## src/rtl/pll_lock_sequencer.sv

```systemverilog
// rtl/pll_lock_sequencer.sv - PLL reset/lock sequencer driving system reset from a stable PLL lock
module pll_lock_sequencer #(
    parameter int PLL_RESET_CYCLES    = 16,
    parameter int LOCK_TIMEOUT_CYCLES = 100000,
    parameter int STABLE_CYCLES       = 1024,
    parameter int MAX_RETRIES         = 3
) (
    input  logic       clock_in,
    input  logic       resetn,
    input  logic       pll_locked,
    input  logic       soft_reset_req,
    output logic       pll_resetb,
    output logic       sys_resetn,
    output logic       fault,
    output logic [3:0] retry_count,
    output logic [2:0] state
);

    localparam int MAX_AB  = (PLL_RESET_CYCLES > LOCK_TIMEOUT_CYCLES) ? PLL_RESET_CYCLES : LOCK_TIMEOUT_CYCLES;
    localparam int MAX_CYC = (MAX_AB > STABLE_CYCLES) ? MAX_AB : STABLE_CYCLES;
    localparam int CW      = (MAX_CYC > 1) ? $clog2(MAX_CYC) : 1;

    localparam logic [CW-1:0] RESET_LAST   = CW'(PLL_RESET_CYCLES - 1);
    localparam logic [CW-1:0] TIMEOUT_LAST = CW'(LOCK_TIMEOUT_CYCLES - 1);
    localparam logic [CW-1:0] STABLE_LAST  = CW'(STABLE_CYCLES - 1);
    localparam logic [3:0]    RETRY_MAX    = 4'(MAX_RETRIES);

    typedef enum logic [2:0] {
        ST_PLL_RESET = 3'd0,
        ST_WAIT_LOCK = 3'd1,
        ST_STABLE    = 3'd2,
        ST_RUN       = 3'd3,
        ST_FAULT     = 3'd4
    } state_e;

    state_e        state_q, state_d;
    logic [CW-1:0] cnt_q, cnt_d;
    logic [3:0]    retry_q, retry_d;
    logic          pll_resetb_q, pll_resetb_d;
    logic          sys_resetn_q, sys_resetn_d;
    logic          fault_q, fault_d;
    logic          sync1_q, lock_s_q;
    logic          restart;
    logic          take_retry;

    always_comb begin
        state_d    = state_q;
        retry_d    = retry_q;
        restart    = 1'b0;
        take_retry = 1'b0;

        if (soft_reset_req) begin
            // Restart even if already in PLL_RESET, so the RESETB pulse is full length.
            restart = 1'b1;
            state_d = ST_PLL_RESET;
            if (state_q == ST_FAULT) begin
                retry_d = 4'd0;
            end
        end else begin
            case (state_q)
                ST_PLL_RESET: begin
                    if (cnt_q == RESET_LAST) begin
                        state_d = ST_WAIT_LOCK;
                    end
                end
                ST_WAIT_LOCK: begin
                    if (lock_s_q) begin
                        state_d = ST_STABLE;
                    end else if (cnt_q == TIMEOUT_LAST) begin
                        take_retry = 1'b1;
                    end
                end
                ST_STABLE: begin
                    if (!lock_s_q) begin
                        take_retry = 1'b1;
                    end else if (cnt_q == STABLE_LAST) begin
                        state_d = ST_RUN;
                        retry_d = 4'd0;
                    end
                end
                ST_RUN: begin
                    if (!lock_s_q) begin
                        state_d = ST_PLL_RESET;
                    end
                end
                ST_FAULT: state_d = ST_FAULT;
                default:  state_d = ST_PLL_RESET;
            endcase

            if (take_retry) begin
                if (retry_q == RETRY_MAX) begin
                    state_d = ST_FAULT;
                end else begin
                    state_d = ST_PLL_RESET;
                    retry_d = (retry_q == 4'hF) ? retry_q : retry_q + 4'd1;
                end
            end
        end

        // Counter only runs in timed states; held in RUN/FAULT so it never wraps.
        if (restart || (state_d != state_q)) begin
            cnt_d = '0;
        end else if ((state_q == ST_RUN) || (state_q == ST_FAULT)) begin
            cnt_d = cnt_q;
        end else begin
            cnt_d = cnt_q + 1'b1;
        end

        pll_resetb_d = !((state_d == ST_PLL_RESET) || (state_d == ST_FAULT));
        sys_resetn_d = (state_d == ST_RUN);
        fault_d      = (state_d == ST_FAULT);
    end

    always_ff @(posedge clock_in or negedge resetn) begin
        if (!resetn) begin
            state_q      <= ST_PLL_RESET;
            cnt_q        <= '0;
            retry_q      <= 4'd0;
            pll_resetb_q <= 1'b0;
            sys_resetn_q <= 1'b0;
            fault_q      <= 1'b0;
            sync1_q      <= 1'b0;
            lock_s_q     <= 1'b0;
        end else begin
            state_q      <= state_d;
            cnt_q        <= cnt_d;
            retry_q      <= retry_d;
            pll_resetb_q <= pll_resetb_d;
            sys_resetn_q <= sys_resetn_d;
            fault_q      <= fault_d;
            sync1_q      <= pll_locked;
            lock_s_q     <= sync1_q;
        end
    end

    assign pll_resetb  = pll_resetb_q;
    assign sys_resetn  = sys_resetn_q;
    assign fault       = fault_q;
    assign retry_count = retry_q;
    assign state       = state_q;

endmodule

```

## config.mk

```make
export PLATFORM = sky130hd
export DESIGN_NAME = pll_lock_sequencer
export DESIGN_NICKNAME = d
export VERILOG_FILES = /design/src/rtl/pll_lock_sequencer.sv
export SDC_FILE = /design/constraint.sdc
export NUM_CORES = 1
export LEC_CHECK = 0
export CORE_MARGIN = 4
export CORE_UTILIZATION = 50
export CTS_CLUSTER_DIAMETER = 200
export CTS_CLUSTER_SIZE = 24
export DETAILED_ROUTE_END_ITERATION = 10
export GPL_TIMING_DRIVEN = 1
export PLACE_DENSITY = 0.81
export SYNTH_ARGS = -nofsm -noshare
export SYNTH_HDL_FRONTEND = slang
export SYNTH_SLANG_ARGS = --single-unit
```

## constraint.sdc

```tcl
create_clock -name clock_in -period 2.7 [get_ports clock_in]
set_input_delay 0.27 -clock clock_in [delete_from_list [all_inputs] [get_ports clock_in]]
set_output_delay 0.27 -clock clock_in [all_outputs]
set_load 0.02 [all_outputs]
```

==> impl_metrics.py <==
metrics = {
    "status": {
        "status": "finished clean",
    },
    "sta": {
        "finalSetupViolations": 0,
        "timing.fmax_mhz": 426,
        "relSlewSlack_pct": 68.0,
        "worstMarginPinSlew_ns": 0.481,
        "min_period_ns": 2.35,
        "finalHoldViolCount": 0,
        "hold_ws_ns": 0.318,
        "finalCritPeriodShare_pct": 86.9,
        "rsz0062_at_grt": "false",
        "skew_ns": 0.00766,
        "fin_tns_setup_ns": 0,
        "slew_viol_final": 0,
    },
    "synthesis": {
        "synth_top_family_by_area": "simple AND/OR/NAND/NOR gates",
        "synthDistinctLibCells": 42,
        "synthMuxAreaShare_pct": 0.612,
        "synth_xor_area_share_pct": 9.10,
        "synth_compound_area_share_pct": 11.9,
        "avgSynthCellArea_um2": 9.25,
        "syn-cell-area_mm2": 0.00164,
        "ys_ff_latch": 29,
        "synthAdderAreaFrac_pct": 1.53,
        "synth.most_common_cell": "dfrtp_1",
        "ys_top_cells_by_count": "29 x dfrtp_1, 26 x nor2_1, 13 x nand2_1, 13 x xnor2_1",
        "synth_edf_count": 0,
        "synth_top_area_share_pct": 44.3,
        "synth-seq-area-share_pct": 44.3,
        "synth_top_area_cell": "dfrtp_1",
        "ys_async_sr_fraction_pct": 100,
        "synth-simple-area-share_pct": 28.4,
        "synthCells": 177,
        "yosysWarningCount": 0,
        "synth_flop_cell": "dfrtp_1",
        "syn-num-nets": 183,
        "synth_area_leaders": "dfrtp_1 44%, xnor2_1 7.0%, nor2_1 6.0%",
    },
    "worst_setup_path": {
        "critPathBufInv": 0,
        "worstSetupPathType": "flop to flop",
        "arrival_ns": 2.54,
        "cp_top_family": "simple AND/OR/NAND/NOR gates",
        "cp-start-kind": "flop",
        "slowest_delay_ns": 0.55,
        "slowest_stage": "or4_4",
        "crit_chain": "or3_4 -> or4_4 -> o211a_1 -> a22oi_4 -> nor2_1",
        "crit_path_end_kind": "flop",
        "path_max_fanout": 17,
        "cp.required_ns": 2.89,
    },
    "power_and_ir_drop": {
        "seqPwrFrac_pct": 55.8,
        "power_switching_mw": 0.196,
        "switching_share_pct": 24.1,
        "p_per_area_mw_per_mm2": 437,
        "pwr-share-clk_pct": 36.7,
        "internal_power_mw": 0.617,
        "ir_worst_vdd_v": 0.000328,
        "total_leakage_power_nw": 0.736,
        "p_comb_share_pct": 7.5,
        "p_total_mw": 0.813,
    },
    "floorplanning": {
        "num_rows": 20,
        "start_util_pct": 52.7,
        "core_area_mm2": 0.00310,
        "die_area_mm2": 0.00425,
        "dieHeight_um": 65.2,
        "ios": 14,
        "die_w_um": 65.2,
    },
    "global_route": {
        "grt_antenna_before_repair": 0,
        "grt_max_degree": 30,
        "grt_pass1_vias": 1329,
        "grt_pass1_wl_um": 5920,
        "grt_usage_pct": 18.0,
        "overflow": 0,
    },
    "route": {
        "vias": 1362,
        "route.detailed.drc": 0,
        "vias_per_cell": 5.80,
        "wl_per_cell_um": 14.4,
        "first_iter_violations": 80,
        "totalWireLength_um": 3390,
        "dr.pass1.iters": 4,
        "final_antenna_net_count": 0,
    },
    "cts": {
        "postCtsHoldBufs": 0,
        "postCtsResizedCells": 0,
        "cts_root_buf": "clkbuf_4",
        "clk_path_buf_depth": 2,
        "cts.htree.levels": 2,
        "clkTransAtPathRegs_ns": 0.09,
        "cts_num_sinks": 29,
        "cts_buffers": 5,
        "post-cts-setup-buffers": 0,
        "clock_latency_ns": 0.33,
        "cts_tree": "built",
    },
    "finish": {
        "fin_util_pct": 60.0,
        "num-nets-final": 196,
        "syn_to_final_growth_pct": 13.8,
        "n_antenna_cell": 0,
        "post_layout_nonfiller_instances": 235,
        "layout-drive-gt1-share_pct": 8.90,
        "nFillCells": 256,
    },
    "placed_design": {
        "dpl.hpwl_um": 2420,
        "portBuffers": 13,
        "gp_congestion": 0.895,
        "dp_cells": 227,
    },
    "job": {
        "maxCapViolations": 0,
    },
    "hold_path": {
        "hold_path.class": "input pin to async pin",
    },
}
## per-stage QoR
| stage | setup WS (ns) | cell area, µm² |
|---|---|---|
| 2_1_floorplan | 0.558 | 1640 |
| 3_3_place_gp | 0.424 | 1790 |
| 3_5_place_dp | 0.351 | 1790 |
| 4_1_cts | 0.339 | 1860 |
| 5_1_grt | 0.227 | 1860 |
| 6_report | 0.355 | 1860 |
## path summary, 6_finish.rpt
check	slack [ns]	endpoint	from	depth (start not counted)
worst min-delay path	0.32	retry_count[1]	resetn	2
worst min register to register	0.36	lock_s_q	sync1_q	0
min in group clock_in	0.36	lock_s_q	sync1_q	0
worst max register to register	0.35	cnt_q[2]	cnt_q[13]	5
max in group asynchronous	2.11	cnt_q[9]	resetn	2
worst max-delay path	0.35	cnt_q[2]	cnt_q[13]	5
## flip-flops by register name (all words and copies together), names as in the netlist
name	flops
cnt_q	17
sync1_q	1
lock_s_q	1
sys_resetn	1
state	3
fault	1
pll_resetb	1
retry_count	4
## layout by cell type, fill, tap and decap left out, drive strengths merged, types with 2 or more instances in the layout
cell / synthesis / routed
nand3b: 2 / 2
a21oi: 4 / 4
nand2: 13 / 13
nand3: 6 / 6
clkbuf: 7 / 7
nand2b: 2 / 2
a41oi: 2 / 2
nor3b: 2 / 2
inv: 8 / 8
nor2: 27 / 27
xnor2: 13 / 13
o31a: 2 / 2
nor4: 8 / 8
o21ai: 3 / 3
o211ai: 4 / 4
nor3: 6 / 6
ha: 2 / 2
and2: 5 / 5
xor2: 4 / 4
nand4: 6 / 6
clkdlybuf4s50: 0 / 13
dfrtp: 29 / 29
or3: 4 / 4
a211o: 2 / 2
and3: 2 / 2
## power groups by stage
stage | Sequential, mW | Clock (mW) | Combinational [mW]
6_report | 0.454 | 0.299 | 0.0607
3_5_place_dp | 0.462 | 0 | 0.0605
3_3_place_gp | 0.461 | 0 | 0.0574
4_1_cts | 0.453 | 0.306 | 0.0619
5_1_grt | 0.455 | 0.327 | 0.0687
2_1_floorplan | 0.463 | 0 | 0.0311
## area by class of cell
class | count | area (µm²) | area share [%]
Sequential cell | 29 | 726 | 39.0
Multi-Input combinational cell | 132 | 843 | 45.3
Clock inverter | 1 | 5.00 | 0.269
Clock buffer | 7 | 65.1 | 3.49
Inverter | 8 | 30.0 | 1.61
Tap cell | 44 | 55.1 | 2.96
Timing Repair Buffer | 14 | 138 | 7.39
## kinds of logic after synthesis
| logic type | count (synthesis) |
|---|---|
| AO/OA/AOI/OAI | 24 |
| XOR/XNOR | 17 |
| adder cells (fa/ha/maj) | 2 |
| buffers and inverters | 16 |
| flip-flops | 29 |
| multiplexers | 1 |
| AND/OR/NAND/NOR | 88 |
## layer usage
layer  GRT usage, %  share of wire, %  routed length, µm
met5              0                 0                  0
met4           8.55               1.7                 58
met3           4.96               6.5                220
met2           27.1                48               1610
met1           23.8                44               1500
No activity file was read; power rests on OpenSTA's default activity.
